File: src/rtl/vga_capture.sv
// VGA receiver: recovers column/row from hs/vs edges, checks the sync timing and
// writes active pixels into a linear frame buffer (addr = col + row*WIDTH).
module vga_capture #(
  parameter int WIDTH    = 640,
  parameter int HEIGHT   = 480,
  parameter int H_TOTAL  = 800,
  parameter int V_TOTAL  = 525,
  parameter int H_ACT    = 144,
  parameter int V_ACT    = 35,
  parameter bit SYNC_POL = 1'b0
) (
  input  logic        clk,
  input  logic        rst,
  input  logic        cap_en,
  input  logic        hs,
  input  logic        vs,
  input  logic [3:0]  r,
  input  logic [3:0]  g,
  input  logic [3:0]  b,
  output logic        wr_en,
  output logic [18:0] wr_addr,
  output logic [11:0] wr_data,
  output logic        frame_done,
  output logic        locked,
  output logic        sync_err
);

  localparam int DATA_W = 12;

  localparam logic [10:0] H_MAX    = 11'h7FF;
  localparam logic [9:0]  V_MAX    = 10'h3FF;
  localparam logic [10:0] H_LO     = 11'(H_ACT);
  localparam logic [10:0] H_HI     = 11'(H_ACT + WIDTH);
  localparam logic [10:0] H_LAST   = 11'(H_ACT + WIDTH - 1);
  localparam logic [10:0] H_TOT_M1 = 11'(H_TOTAL - 1);
  localparam logic [9:0]  V_LO     = 10'(V_ACT);
  localparam logic [9:0]  V_HI     = 10'(V_ACT + HEIGHT);
  localparam logic [9:0]  V_LAST   = 10'(V_ACT + HEIGHT - 1);
  localparam logic [9:0]  V_TOT_M1 = 10'(V_TOTAL - 1);

  typedef enum logic [0:0] {
    SEARCH  = 1'b0,
    CAPTURE = 1'b1
  } state_t;

  function automatic logic [10:0] sat_inc_h(input logic [10:0] v);
    return (v == H_MAX) ? v : v + 11'd1;
  endfunction

  function automatic logic [9:0] sat_inc_v(input logic [9:0] v);
    return (v == V_MAX) ? v : v + 10'd1;
  endfunction

  logic              hs_q, hs_qq, vs_q, vs_qq;
  logic [DATA_W-1:0] rgb_q, rgb_p1;
  logic [10:0]       hcnt;
  logic [9:0]        vcnt;
  logic [18:0]       addr_cnt;
  state_t            state_q, state_d;
  logic              cap_frame, skip_first;
  logic              hs_edge, vs_edge, err;
  logic              act_p1, wr_vld_p1, last_p1, last_p2, fd_d;

  // Stage q: pin registers; sync history resets to the inactive level
  always_ff @(posedge clk or posedge rst) begin
    if (rst) begin
      hs_q  <= !SYNC_POL;
      hs_qq <= !SYNC_POL;
      vs_q  <= !SYNC_POL;
      vs_qq <= !SYNC_POL;
    end else begin
      hs_q  <= hs;
      hs_qq <= hs_q;
      vs_q  <= vs;
      vs_qq <= vs_q;
    end
  end

  always_ff @(posedge clk) begin
    rgb_q  <= {r, g, b};
    rgb_p1 <= rgb_q;
  end

  assign hs_edge = (hs_q == SYNC_POL) && (hs_qq != SYNC_POL);
  assign vs_edge = (vs_q == SYNC_POL) && (vs_qq != SYNC_POL);

  // Timing checks compare against the counts of the sample just before the edge
  always_comb begin
    state_d = state_q;
    err     = 1'b0;
    case (state_q)
      SEARCH: begin
        if (vs_edge) state_d = CAPTURE;
      end
      CAPTURE: begin
        if ((hs_edge && !skip_first && (hcnt != H_TOT_M1)) ||
            (vs_edge && (vcnt != V_TOT_M1)) ||
            (hcnt == H_MAX)) begin
          err     = 1'b1;
          state_d = SEARCH;
        end
      end
      default: state_d = SEARCH;
    endcase
  end

  // Stage p1: counters, FSM and address counter describe the sample in rgb_p1
  always_ff @(posedge clk or posedge rst) begin
    if (rst) begin
      state_q    <= SEARCH;
      cap_frame  <= 1'b0;
      skip_first <= 1'b1;
      hcnt       <= '0;
      vcnt       <= '0;
      addr_cnt   <= '0;
    end else begin
      state_q <= state_d;
      if (vs_edge && (state_d == CAPTURE)) cap_frame <= cap_en;
      if (state_q == SEARCH)  skip_first <= 1'b1;
      else if (hs_edge)       skip_first <= 1'b0;
      hcnt <= hs_edge ? 11'd0 : sat_inc_h(hcnt);
      if (vs_edge)      vcnt <= '0;
      else if (hs_edge) vcnt <= sat_inc_v(vcnt);
      if (vs_edge)        addr_cnt <= '0;
      else if (wr_vld_p1) addr_cnt <= addr_cnt + 19'd1;
    end
  end

  assign act_p1    = (hcnt >= H_LO) && (hcnt < H_HI) && (vcnt >= V_LO) && (vcnt < V_HI);
  assign wr_vld_p1 = act_p1 && (state_q == CAPTURE) && cap_frame;
  assign last_p1   = (state_q == CAPTURE) && (hcnt == H_LAST) && (vcnt == V_LAST);
  assign fd_d      = last_p2 && (state_q == CAPTURE) && !err;

  // Stage p2: registered write port and status pulses
  always_ff @(posedge clk or posedge rst) begin
    if (rst) begin
      wr_en      <= 1'b0;
      wr_addr    <= '0;
      wr_data    <= '0;
      last_p2    <= 1'b0;
      frame_done <= 1'b0;
      locked     <= 1'b0;
      sync_err   <= 1'b0;
    end else begin
      wr_en <= wr_vld_p1;
      if (wr_vld_p1) begin
        wr_addr <= addr_cnt;
        wr_data <= rgb_p1;
      end
      last_p2    <= last_p1;
      frame_done <= fd_d;
      sync_err   <= err;
      if (err)       locked <= 1'b0;
      else if (fd_d) locked <= 1'b1;
    end
  end

endmodule

File: config.mk
export PLATFORM = sky130hd
export DESIGN_NAME = vga_capture
export DESIGN_NICKNAME = d
export VERILOG_FILES = /design/src/rtl/vga_capture.sv
export SDC_FILE = /design/constraint.sdc
export NUM_CORES = 1
export LEC_CHECK = 0
export BUFFER_PORTS_ARGS = -buffer_cell sky130_fd_sc_hd__buf_2
export CORE_ASPECT_RATIO = 0.8
export CORE_MARGIN = 4
export CORE_UTILIZATION = 30
export CTS_BUF_LIST = sky130_fd_sc_hd__clkbuf_8
export DETAILED_ROUTE_END_ITERATION = 6
export GPL_TIMING_DRIVEN = 0
export SKIP_LAST_GASP = 1
export SLEW_MARGIN = 15
export SYNTH_ARGS = -nofsm -noshare
export SYNTH_HDL_FRONTEND = slang
export SYNTH_SLANG_ARGS = --single-unit
File: constraint.sdc
create_clock -name clk -period 3 [get_ports clk]
set_input_delay 0.6 -clock clk [delete_from_list [all_inputs] [get_ports clk]]
set_output_delay 0.6 -clock clk [all_outputs]
set_load 0.01 [all_outputs]
After elaboration in Yosys (flattened, before gate mapping)

Index checks and enable logic that the tools add are counted.

Register bits after elaboration: 107

Reductions and logical operators: 23
Magnitude comparators: 4
Muxes and demuxes: 16
Add/subtract/negate cells: 3
Eq/ne operators: 9
Bitwise gates (word level): 3

Operators with widths:

| operator                                                                             | number |
|---|---|
| 19-bit two-way mux                                                                   | 2 |
| 10-bit two-way mux                                                                   | 3 |
| 11-bit two-way mux                                                                   | 2 |
| 10-bit == test, second input constant                                                | 2 |
| 19-bit by 1-bit adder with 19-bit output, second input constant                      | 1 |
| 1-bit logical AND                                                                    | 15 |
| 11-bit by 1-bit adder with 11-bit output, second input constant                      | 1 |
| 11-bit by 10-bit == test with 1-bit output, second input constant                    | 1 |
| 11-bit == test, second input constant                                                | 1 |
| 11-bit by 8-bit greater-or-equal comparator with 1-bit output, second input constant | 1 |
| 11-bit by 10-bit less-than comparator with 1-bit output, second input constant       | 1 |
| 11-bit by 10-bit != test with 1-bit output, second input constant                    | 1 |
| 10-bit by 1-bit adder with 10-bit output, second input constant                      | 1 |
| 10-bit by 6-bit greater-or-equal comparator with 1-bit output, second input constant | 1 |
| 10-bit less-than comparator, second input constant                                   | 1 |
| 10-bit != test, second input constant                                                | 1 |
| 1-bit two-way mux                                                                    | 8 |
| 2-bit nonzero test                                                                   | 3 |
| 2-bit != test, second input constant                                                 | 2 |
| 1-bit NOT                                                                            | 3 |
| 1-bit logical NOT                                                                    | 2 |
| 1-bit logical OR                                                                     | 2 |
| 2-bit by 1-bit != test with 1-bit output, second input constant                      | 1 |
| 1-bit case mux with 2 select lines                                                   | 1 |
| 2-bit AND reduction                                                                  | 1 |

Depth between registers and ports, before layout

Gate-level depths: netlist of run 1.

Word-level depth: 12
Gate-level depth with buffers: 8

Worst setup path before layout of run 1

Ideal clock, no wire load.

Path kind: reg2reg
Start point: register vcnt[0]
End point: register addr_cnt[9]
Arrival: 1.996 ns
Path slack: 0.926 ns
Cell stages (with the launch flop): 8
Path buffers: 1
Setup time: 0.078 ns
Path through: dfrtp_1 > ha_1 > nor4_4 > and4b_2 > o211ai_4 > buf_6 > or4_1 > a21oi_1

Longest elaborated chain between the ends: 6
Elaborated cells on any way between the ends: 7

Ends and longest elaborated chain:

| element                                                       | RTL line | RTL |
|---|---|---|
| start, declared                                               | 57       | `logic [9:0] vcnt;` |
| start signal, assigned                                        | 123      | `else if (hs_edge) vcnt <= sat_inc_v(vcnt);` |
| 10-bit by 6-bit greater-or-equal comparator with 1-bit output | 129      | `assign act_p1 = (hcnt >= H_LO) && (hcnt < H_HI) && (vcnt >= V_LO) && (vcnt < V_HI);` |
| 1-bit logical AND                                             | 129      |  |
| 1-bit logical AND *                                           | 129      |  |
| 1-bit logical AND * (2 in series)                             | 130      | `assign wr_vld_p1 = act_p1 && (state_q == CAPTURE) && cap_frame;` |
| 2-bit nonzero test (no line) *                                | -        |  |
| end signal, assigned                                          | 125      | `else if (wr_vld_p1) addr_cnt <= addr_cnt + 19'd1;` |
| end, declared                                                 | 58       | `logic [18:0] addr_cnt;` |

Every way passes the cells marked *; elsewhere a longest branch is shown, timed or not.
A chain may end at the register's enable or synchronous reset.

Final worst setup path of run 1

Start point: register vcnt[0]
End point: register addr_cnt[0]

The elaborated chain is that of the path after synthesis.

==> results of run 1 <==
## kinds of logic after synthesis
kind of cell | after synthesis | synth area share, %
compound gates | 51 | 7.88
mux | 31 | 8.05
fa+ha+maj | 6 | 1.74
simple gates | 125 | 16.2
xor+xnor | 17 | 3.46
buf+inv | 28 | 3.14
flops | 107 | 59.6
## critical path: stages (launching register included)
cell and delay [ns]:
dfrtp_1 0.46, ha_1 0.33, nor4_4 0.17, o22ai_1 0.19, o211ai_4 0.36, buf_2 0.32
buf_2 0.28, xor2_1 0.17, nor2_1 0.06
## per-stage QoR
stage / hold WS, ns / power, uW
floorplan: 0.310 / 1680
detailed placement: 0.312 / 1740
global placement: 0.311 / 1730
finish: 0.291 / 2500
global route: 0.301 / 2630
CTS: 0.301 / 2540
## where the power goes
part	switching, uW	internal (uW)
sequential	37.5	1490
combinational	113	67.3
clock	466	318
## metal layers
metal  wire, um  global-route usage [%]  share of wire, %
met1       4190                    15.4                50
met2       3450                    15.0                41
met3        552                    3.78               6.6
met4        133                    4.03               1.6
met5          0                       0                 0
## registers in the layout (all words and copies together), names as in the netlist
register and flops:
addr_cnt 19, cap_frame 1, frame_done 1, hcnt 11, hs_q 1, hs_qq 1, last_p2 1, locked 1
rgb_p1 12, rgb_q 12, skip_first 1, state_q 1, sync_err 1, vcnt 10, vs_q 1, vs_qq 1
wr_addr 19, wr_data 12, wr_en 1
## cell usage in the layout (no fill, tap or decap), drive strengths merged, types with 7 or more instances in the layout
master / Yosys / layout
a21oi: 19 / 19
dfxtp: 24 / 24
o21ai: 9 / 9
nand3: 9 / 9
dfrtp: 78 / 78
nor2: 33 / 33
clkbuf: 10 / 20
or4: 11 / 11
or3: 7 / 7
o31ai: 10 / 10
inv: 10 / 12
mux2: 29 / 29
nand4: 18 / 18
nand2: 20 / 20
xor2: 14 / 14
buf: 8 / 60
## area by class of cell
class	count	area share, %
clock inverter	6	0.679
tap	180	4.52
inverter	10	0.804
buffer	18	1.96
sequential	107	51.5
multi-input combinational	230	32.2
timing repair buffer	52	5.53
clock buffer	10	2.76
## worst max path at each step
stage | depth (start not counted) | from | to | slack (ns)
detailed placement | 8 | vcnt[0] | addr_cnt[0] | 0.54
CTS | 8 | vcnt[0] | addr_cnt[0] | 0.51
global placement | 2 | rst | wr_addr[16] | -0.80
finish | 8 | vcnt[0] | addr_cnt[0] | 0.53
floorplan | 1 | rst | addr_cnt[0] | 0.27
global route | 8 | vcnt[0] | addr_cnt[0] | 0.42
==> key figures, run 1 <==
Floorplanning
  – Die height: 115 um
  – Core area: ~0.014 mm2
  – Num rows: 38
  – DIE AREA: around 0.016 mm2
  – # IOs: 52
  – Die X: between 100 and 150 um
  – Initial core utilization: a little under a third

Finish
  – Cell area after layout: approximately 0.005 mm2
  – Non-Filler Instances: between 600 and 700
  – Reg area: between 0.002 and 0.003 mm2
  – Final nets: 451
  – Final-layout fill cell count: 1,363
  – Final Core Density: 36.1%
  – Area of the multi-input gates: between 0.0015 and 0.002 mm2
  – Area Growth Syn to Fin: 15.7%
  – Ant diodes: 0
  – Layout cells sized above 1: a little over a quarter

Timing
  – Worst-margin pin slew: between 0.5 and 0.6 ns
  – Final hold vios: 0
  – RSZ-0062 raised after global routing: false
  – Fmax: roughly 400 MHz
  – Slew Limit Fails: 0
  – Clock skew: between 0.009 and 0.01 ns
  – Final TNS setup: 0 ns
  – Max_slew headroom: 60.8%
  – Setup violators final: 0
  – Setup WS post-layout: 0.534 ns
  – Fin crit share: slightly above 80%
  – Minimum clock period: approximately 2.5 ns

Place
  – IO buf count: just over 50
  – Post-DP Area: 0.00481 mm2
  – Placed Cells: about 600
  – RD Place Congestion: roughly 0.8
  – Dpl ws: about 0.54 ns
  – Detail Placement HPWL: 5.79 mm

Flow run
  – Maxcap violations: 0

Global route
  – Initial antenna violation count: 0
  – Gr ovfl total: 0
  – Vias in the first global route: 2,906
  – Largest net degree at the start of global routing: 45
  – First-pass GRT wire length: 14.2 mm
  – GRT Total Usage: roughly 11%

Clock tree
  – Longest Clk Path Bufs: 2
  – Post-CTS Setup Bufs: 0
  – CTS buffer count: 9
  – Worst-path clk slew: approximately 0.090 ns
  – Clock sink count: roughly 110
  – Hold Buf Count CTS: 0
  – H-tree depth: 3
  – Worst-Skew Late Latency: 0.37 ns
  – Clock Tree Root: clkbuf_8
  – PostCTS Resize Cnt: 0
  – CTS tree: done

Routing
  – Wire length per cell: 13.6 um
  – Via count: between 2,000 and 3,000
  – Average vias per placed instance: 4.84
  – Post-Route WL: roughly 8.3 mm
  – ANT nets after route: 0
  – DRT iter0 DRCs: ~250
  – DRC violations left: 0
  – Drt pass-1 iters: 4

Synth
  – Sequential-to-total area share from yosys stat: 59.6%
  – Ys flop type: dfrtp_1
  – Post-synthesis area per instance: 11.8 um2
  – Cell with the most instances after synthesis: dfrtp_1
  – Yosys reg bits: between 100 and 150
  – Ys async rst share: 77.6%
  – Top cells by count, synth: dfrtp_1, nor2_1, mux2_2
  – Mapped Cells: about 370
  – Synthesized area: ~0.0043 mm2
  – Dominant cells by area after synthesis: dfrtp_1, dfxtp_1, mux2_2
  – Synth cell types: 43
  – Cell accounting for the most synthesized area: dfrtp_1
  – Syn nets: roughly 390
  – Synth Warn #: 0
  – Post-synth EDFFs: 0
  – Share of the synthesized area in the top cell type: a little under half

Hold path
  – Hold crit path type: input port to asynchronous set/reset pin

Critical path
  – Critical Path Fanout Max: 10
  – RR Startpoint: vcnt[0]
  – Crit end category: flip-flop
  – Critical path launch point type: flip-flop
  – Worst Path Arrival: 2.71 ns
  – R2r setup slk: 0.53 ns
  – Worst EP required: 3.24 ns
  – R2r worst-path depth: 8
  – Crit Path Category: flip-flop to flip-flop
  – Reg2reg end: addr_cnt[0]

Power
  – Leakage: between 0.002 and 0.0025 uW
  – Worst vdd ir: roughly 0.3 mV
  – PD cells: ~500 mW/mm2

Run status
  – Status: completed
(Power assumes the default switching activity.)
==> inputs of run 2 (changes only) <==
- ABC_AREA: not set -> 1
- clock period: 3 -> 2 ns (I/O delays scaled with it)
==> run 2 against run 1 <==
Effect of this change:
- global-route usage rose by 1.5 points
- final area rose by 11%
- wire length rose by 20%
- clock skew rose by 0.0048 ns
- fmax rose by 34%
- largest power group unchanged
- sequential power rose by 51%
- via count rose by 23%
- cell count rose by 38%
- count of clock-buffer cells in the layout did not move
==> key figures, run 2 <==
Clock tree
  – CTS buffer count: 9 (unchanged)
  – Clock Tree Root: clkbuf_8 (unchanged)
  – Clock sink count: 107 (unchanged)
  – Worst-Skew Late Latency: 0.39 ns (was 0.37 ns)
  – CTS tree: done (unchanged)
  – Worst-path clk slew: 0.10 ns (was 0.09 ns)
  – Longest Clk Path Bufs: 2 (unchanged)
  – H-tree depth: 3 (unchanged)

Place
  – IO buf count: 51 (unchanged)
  – Detail Placement HPWL: 7.26 mm (was 5.79 mm)
  – RD Place Congestion: 0.875 (was 0.785)
  – Placed Cells: 829 (was 597)

Global route
  – Initial antenna violation count: 0 (unchanged)
  – First-pass GRT wire length: 17.6 mm (was 14.2 mm)
  – GRT Total Usage: 12.3% (was 10.8%)
  – Gr ovfl total: 0 (unchanged)
  – Vias in the first global route: 3,522 (was 2,906)
  – Largest net degree at the start of global routing: 32 (was 45)

Hold path
  – Hold crit path type: input port to asynchronous set/reset pin (unchanged)

Synth
  – Dominant cells by area after synthesis: dfrtp_1, nand2_1, dfxtp_1 (was dfrtp_1, dfxtp_1, mux2_2)
  – Cell with the most instances after synthesis: nand2_1 (was dfrtp_1)
  – Synth Warn #: 0 (unchanged)
  – Yosys reg bits: 107 (unchanged)
  – Mapped Cells: 566 (was 365)
  – Sequential-to-total area share from yosys stat: 54.0% (was 59.6%)
  – Post-synth EDFFs: 0 (unchanged)
  – Ys async rst share: 77.6% (unchanged)
  – Share of the synthesized area in the top cell type: 41.2% (was 45.3%)
  – Ys flop type: dfrtp_1 (unchanged)
  – Cell accounting for the most synthesized area: dfrtp_1 (unchanged)
  – Post-synthesis area per instance: 8.38 um2 (was 11.8 um2)
  – Top cells by count, synth: nand2_1, dfrtp_1, nor2_1 (was dfrtp_1, nor2_1, mux2_2)
  – Synthesized area: 0.00474 mm2 (was 0.00430 mm2)
  – Syn nets: 589 (was 388)
  – Synth cell types: 31 (was 43)

Finish
  – Final Core Density: 36.2% (was 36.1%)
  – Area Growth Syn to Fin: 16.4% (was 15.7%)
  – Non-Filler Instances: 845 (was 613)
  – Ant diodes: 0 (unchanged)
  – Most common cell after layout, fill and taps aside: nand2_1 (was dfrtp_1)
  – Area of the multi-input gates: 0.00188 mm2 (was 0.00161 mm2)
  – Reg area: 0.00256 mm2 (unchanged)
  – Final nets: 653 (was 451)
  – Commonest cells after routing, fill and taps aside: nand2_1, dfrtp_1, buf_2, nor2_1, inv_1 (was dfrtp_1, buf_2, nor2_1, mux2_2, dfxtp_1)
  – Final-layout fill cell count: 1,625 (was 1,363)
  – Layout cells sized above 1: 17.2% (was 27.0%)
  – Largest regs: addr_cnt x19, wr_addr x19 (unchanged)

Floorplanning
  – DIE AREA: 0.0179 mm2 (was 0.0163 mm2)
  – Die X: 149 um (was 142 um)
  – Die height: 120 um (was 115 um)
  – Num rows: 40 (was 38)
  – # IOs: 52 (unchanged)
  – Core area: 0.0153 mm2 (was 0.0138 mm2)
  – Initial core utilization: 31.1% (was 31.2%)

Timing
  – Clock skew: 0.0146 ns (was 0.00972 ns)
  – Final hold vios: 0 (unchanged)
  – Final TNS setup: 0 ns (unchanged)
  – Fin crit share: 91.9% (was 82.2%)
  – Worst-margin pin slew: 0.615 ns (was 0.585 ns)
  – Minimum clock period: 1.84 ns (was 2.47 ns)
  – Fmax: 544 MHz (was 406 MHz)
  – RSZ-0062 raised after global routing: false (unchanged)
  – Slew Limit Fails: 0 (unchanged)
  – Max_slew headroom: 58.9% (was 60.8%)
  – Setup violators final: 0 (unchanged)

Routing
  – DRC violations left: 0 (unchanged)
  – Routed wl met2: 3.98 mm (was 3.45 mm)
  – DRT iter0 DRCs: 267 (was 249)
  – Top sig layer: met4 (unchanged)
  – Via count: 3,640 (was 2,966)
  – Drt pass-1 iters: 4 (unchanged)
  – ANT nets after route: 0 (unchanged)
  – Wire length per cell: 11.8 um (was 13.6 um)
  – DR WL met3: 575 um (was 552 um)
  – Average vias per placed instance: 4.31 (was 4.84)
  – M1 WL: 5.28 mm (was 4.19 mm)
  – Post-Route WL: 10.0 mm (was 8.33 mm)

Flow run
  – Maxcap violations: 0 (unchanged)

Critical path
  – RR Startpoint: vcnt[0] (unchanged)
  – Worst Path Arrival: 2.12 ns (was 2.71 ns)
  – Worst setup path startpoint: vcnt[0] (unchanged)
  – Crit Path Category: flip-flop to flip-flop (unchanged)
  – Critical path launch point type: flip-flop (unchanged)
  – R2r setup slk: 0.16 ns (was 0.53 ns)
  – Reg2reg end: addr_cnt[17] (was addr_cnt[0])
  – Worst EP required: 2.28 ns (was 3.24 ns)
  – Crit path capture: addr_cnt[17] (was addr_cnt[0])
  – Critical Path Fanout Max: 10 (unchanged)
  – R2r worst-path depth: 8 (unchanged)
  – Crit end category: flip-flop (unchanged)

Power
  – Leakage: 0.00287 uW (was 0.00236 uW)
  – Worst vdd ir: 0.488 mV (was 0.295 mV)
  – PD cells: 715 mW/mm2 (was 501 mW/mm2)

Run status
  – Status: completed (unchanged)
-- run 2: changes by cell type after synthesis, moves of 10 or more --
cell / change
a21oi_1: -10
inv_1: +35
mux2_2: -29
nand2_1: +191
nand3_1: +28
nor2_1: +18
o21ai_0: +14
o31ai_1: -10
or4_1: -11
-- run 2: per-layer routing --
metal | up-vias | GRT usage [%]
li1 | 1907 | -
met1 | 1648 | 18.3
met2 | 72 | 16.7
met3 | 13 | 3.52
met4 | 0 | 4.85
met5 | - | 0
-- run 2: cell type report --
class	count	share of cell area [%]
plain buffers	16	2.24
clock buffers	10	2.49
clock inverters	6	1.34
inverters	47	3.26
multi-input cells	396	34.1
flip-flops and latches	107	46.4
well taps	210	4.76
repair buffers	53	5.35
-- run 2: where the power goes --
part / switching (uW) / internal, uW / leakage, uW
clock network: 771 / 627 / 0.000111
logic: 156 / 87.0 / 0.00142
registers: 62.4 / 2240 / 0.00133
total: 989 / 2960 / 0.00287
-- run 2: critical path: stages, from the launching register on --
cell and delay, ns:
dfrtp_1 0.44, ha_1 0.25, inv_1 0.12, nor3_1 0.08, a21oi_1 0.20, nand3_2 0.21, buf_2 0.27, nand3_1 0.09
nand2_1 0.06
-- run 2: repair_timing --
| action | CTS | global route |
|---|---|---|
| hold buffers | 0 | 0 |
| resized for setup | 0 | 1 |
| endpoints found under the hold margin | 0 | 0 |
| endpoints found under the setup margin | 0 | 20 |
| buffers inserted | 0 | 0 |
-- run 2: stage by stage --
step	instance area [um2]	total power (uW)	hold slack [ns]	worst slack, ns
2_1_floorplan	4750	2500	0.310	0.426
3_3_place_gp	5270	2580	0.310	-0.0431
3_5_place_dp	5310	2600	0.312	0.0267
4_1_cts	5520	4040	0.0572	0.0176
5_1_grt	5520	4150	0.0655	0.0126
6_report	5520	3950	0.0763	0.163
-- run 2: worst min-delay path by stage --
stage	start	endpoint	slack (ns)	cells after the start
4_1_cts	rst	wr_addr[6]	0.06	2
3_3_place_gp	rgb_q[1]	rgb_p1[1]	0.31	0
5_1_grt	hs	hs_q	0.07	1
6_report	rst	wr_addr[14]	0.08	2
2_1_floorplan	rgb_q[0]	rgb_p1[0]	0.31	0
3_5_place_dp	rgb_q[10]	rgb_p1[10]	0.31	0
-- run 2: logic make-up after synthesis --
group	synth area share, %
AOI/OAI and AO/OA	4.06
buffers and inverters	6.33
and+or+nand+nor	31.8
xor gates and xnor gates	2.22
adders and majority gates	1.58
DFF	54.0
==> inputs of run 3 (changes only) <==
- ABC_AREA: 1 -> 0
- CORE_UTILIZATION: 30 -> 54
- PLACE_DENSITY: not set -> 0.78
==> run 3 against run 2 <==
Effect of this change:
- the run now ends with negative setup slack left
- fmax down 16%
- final area down 0.45%
- clock power down 13%
- clock skew down 0.0030 ns
- largest cell class unchanged
- largest power group unchanged
==> key figures, run 3 (synthesized netlist as in run 1, its figures left out) <==
Run status
  – Failing checks: negative setup slack
  – Status: finished with violations (was completed)

Finish
  – Commonest cells after routing, fill and taps aside: dfrtp_1, buf_2, nor2_1, mux2_4, dfxtp_1 (was nand2_1, dfrtp_1, buf_2, nor2_1, inv_1)
  – Largest regs: addr_cnt x19, wr_addr x19 (unchanged)
  – Ant diodes: 0 (unchanged)
  – Most common cell after layout, fill and taps aside: dfrtp_1 (was nand2_1)
  – Area of the multi-input gates: 0.00187 mm2 (was 0.00188 mm2)
  – Layout cells sized above 1: 37.0% (was 17.2%)
  – Final-layout fill cell count: 523 (was 1,625)
  – Area Growth Syn to Fin: 27.7% (was 16.4%)
  – Reg area: 0.00257 mm2 (was 0.00256 mm2)
  – Cell area after layout: 0.00550 mm2 (was 0.00552 mm2)
  – Final nets: 472 (was 653)

Flow run
  – Maxcap violations: 0 (unchanged)

Timing
  – Final TNS setup: -1.55 ns (was 0 ns)
  – Hold slack: 0.0800 ns (was 0.0763 ns)
  – Max_slew headroom: 49.6% (was 58.9%)
  – RSZ-0062 raised after global routing: true (was false)
  – Fmax: 456 MHz (was 544 MHz)
  – Setup violators final: 29 (was 0)
  – Minimum clock period: 2.19 ns (was 1.84 ns)
  – Fin crit share: 110% (was 91.9%)
  – Slew Limit Fails: 0 (unchanged)
  – Worst-margin pin slew: 0.756 ns (was 0.615 ns)
  – Clock skew: 0.0116 ns (was 0.0146 ns)
  – Setup WS post-layout: -0.193 ns (was 0.163 ns)
  – Final hold vios: 0 (unchanged)

Critical path
  – Worst Path Arrival: 2.43 ns (was 2.12 ns)
  – R2r worst-path depth: 9 (was 8)
  – RR Startpoint: vcnt[0] (unchanged)
  – Crit Path Category: flip-flop to flip-flop (unchanged)
  – Crit-path max cell delay: 0.44 ns (about the same)
  – Most used cell, CP: buf_6
  – Worst EP required: 2.24 ns (was 2.28 ns)
  – CP max stage cell: dfrtp_2 (was dfrtp_1)
  – Critical path launch point type: flip-flop (unchanged)
  – R2r setup slk: -0.19 ns (was 0.16 ns)
  – Critical Path Fanout Max: 5 (was 10)
  – Critical path cell sequence: ha_4, nor4_4, and4b_2, buf_6, o2111ai_4, buf_6, buf_4, o21ai_0, a21oi_2 (was ha_1, inv_1, nor3_1, a21oi_1, nand3_2, buf_2, nand3_1, nand2_1)
  – Reg2reg end: addr_cnt[8] (was addr_cnt[17])
  – Crit end category: flip-flop (unchanged)

Global route
  – Initial antenna violation count: 0 (unchanged)
  – Largest net degree at the start of global routing: 31 (was 32)
  – GRT Total Usage: 20.3% (was 12.3%)
  – Vias in the first global route: 2,973 (was 3,522)
  – First-pass GRT wire length: 15.0 mm (was 17.6 mm)
  – Gr ovfl total: 0 (unchanged)

Place
  – IO buf count: 51 (unchanged)
  – Post-DP Area: 0.00475 mm2 (was 0.00531 mm2)
  – Dpl ws: -0.307 ns (was 0.0267 ns)
  – RD Place Congestion: 0.834 (was 0.875)
  – Detail Placement HPWL: 5.41 mm (was 7.26 mm)

Floorplanning
  – Die height: 87.9 um (was 120 um)
  – DIE AREA: 0.00947 mm2 (was 0.0179 mm2)
  – # IOs: 52 (unchanged)
  – Initial core utilization: 56.9% (was 31.1%)
  – Core area: 0.00757 mm2 (was 0.0153 mm2)
  – Die X: 108 um (was 149 um)
  – Num rows: 28 (was 40)

Hold path
  – Hold crit path type: input port to asynchronous set/reset pin (unchanged)

Power
  – Leakage: 0.00265 uW (was 0.00287 uW)
  – Worst vdd ir: 0.535 mV (was 0.488 mV)
  – PD cells: 696 mW/mm2 (was 715 mW/mm2)
  – Power Total: 3830 uW (was 3950 uW)

Clock tree
  – Hold Buf Count CTS: 0 (unchanged)
  – Worst-path clk slew: 0.10 ns (about the same)
  – CTS tree: done (unchanged)
  – CTS buffer count: 9 (unchanged)
  – Longest Clk Path Bufs: 2 (unchanged)
  – Clock sink count: 107 (unchanged)
  – Worst-Skew Late Latency: 0.37 ns (was 0.39 ns)
  – Clock Tree Root: clkbuf_8 (unchanged)
  – H-tree depth: 3 (unchanged)

Routing
  – Wire length per cell: 16.9 um (was 11.8 um)
  – Average vias per placed instance: 5.69 (was 4.31)
  – Via count: 3,183 (was 3,640)
  – Post-Route WL: 9.42 mm (was 10.0 mm)
  – Drt pass-1 iters: 5 (was 4)
  – DRC violations left: 0 (unchanged)
  – ANT nets after route: 0 (unchanged)
  – DRT iter0 DRCs: 261 (was 267)
[run 3: cell types whose count changed in the layout (fill, tap and decap cells not counted), moves of 7 or more]
cell / before / now
buf_4: 0 / 10
nand3b_1: 9 / 0
or3_1: 0 / 7
inv_1: 45 / 10
nor2_1: 51 / 32
o21ai_0: 23 / 4
nand2_1: 211 / 19
a21oi_1: 9 / 17
nand4_1: 10 / 18
mux2_4: 0 / 27
nand3_1: 37 / 9
[run 3: power breakdown]
group          switching [uW]  internal [uW]  leakage, uW
Combinational             168            119      0.00123
Sequential               71.7           2240      0.00133
Clock                     755            468    0.0000976
[run 3: stage by stage]
| step | instances | utilization (%) |
|---|---|---|
| 2_1_floorplan | 365 | - |
| 3_3_place_gp | 521 | 62.2 |
| 3_5_place_dp | 523 | 62.7 |
| 4_1_cts | 558 | 70.2 |
| 5_1_grt | 559 | 72.6 |
| 6_report | 559 | 72.6 |
[run 3: worst max path at each step]
stage          depth (start not counted)  slack (ns)    start          end
2_1_floorplan                          7      0.0005  vcnt[0]  addr_cnt[9]
3_3_place_gp                           7       -0.29  vcnt[0]   wr_addr[2]
3_5_place_dp                           8       -0.31  vcnt[0]  addr_cnt[0]
4_1_cts                                8       -0.12  vcnt[2]  wr_addr[14]
5_1_grt                                9       -0.30  vcnt[1]  addr_cnt[8]
6_report                               9       -0.19  vcnt[0]  addr_cnt[8]
[run 3: final cells by class]
class,count,area share [%]
multi-input combinational,230,34.0
tap,105,2.39
clock buffer,9,2.25
timing repair buffer,76,10.4
clock inverter,7,0.956
sequential,107,46.8
buffer,15,2.48
inverter,10,0.751
[run 3: critical path: cells and delay by family, from the launching register on]
family | cells | cell delay, ns
buf+inv | 3 | 0.44
flops | 1 | 0.44
fa+ha+maj | 1 | 0.19
compound gates | 3 | 0.53
simple gates | 2 | 0.47
[run 3: timing repair]
item	in CTS	in global routing
pin swaps	10	10
cloned	5	1
endpoints found under the setup margin	51	55
setup buffers	14	6
resized for setup	43	56
[run 3: routing by layer]
metal  wire [um]  track usage, %
met2        4290            30.6
met1        4230            27.9
met3         768            6.63
met4         136            7.34
met5           0               0
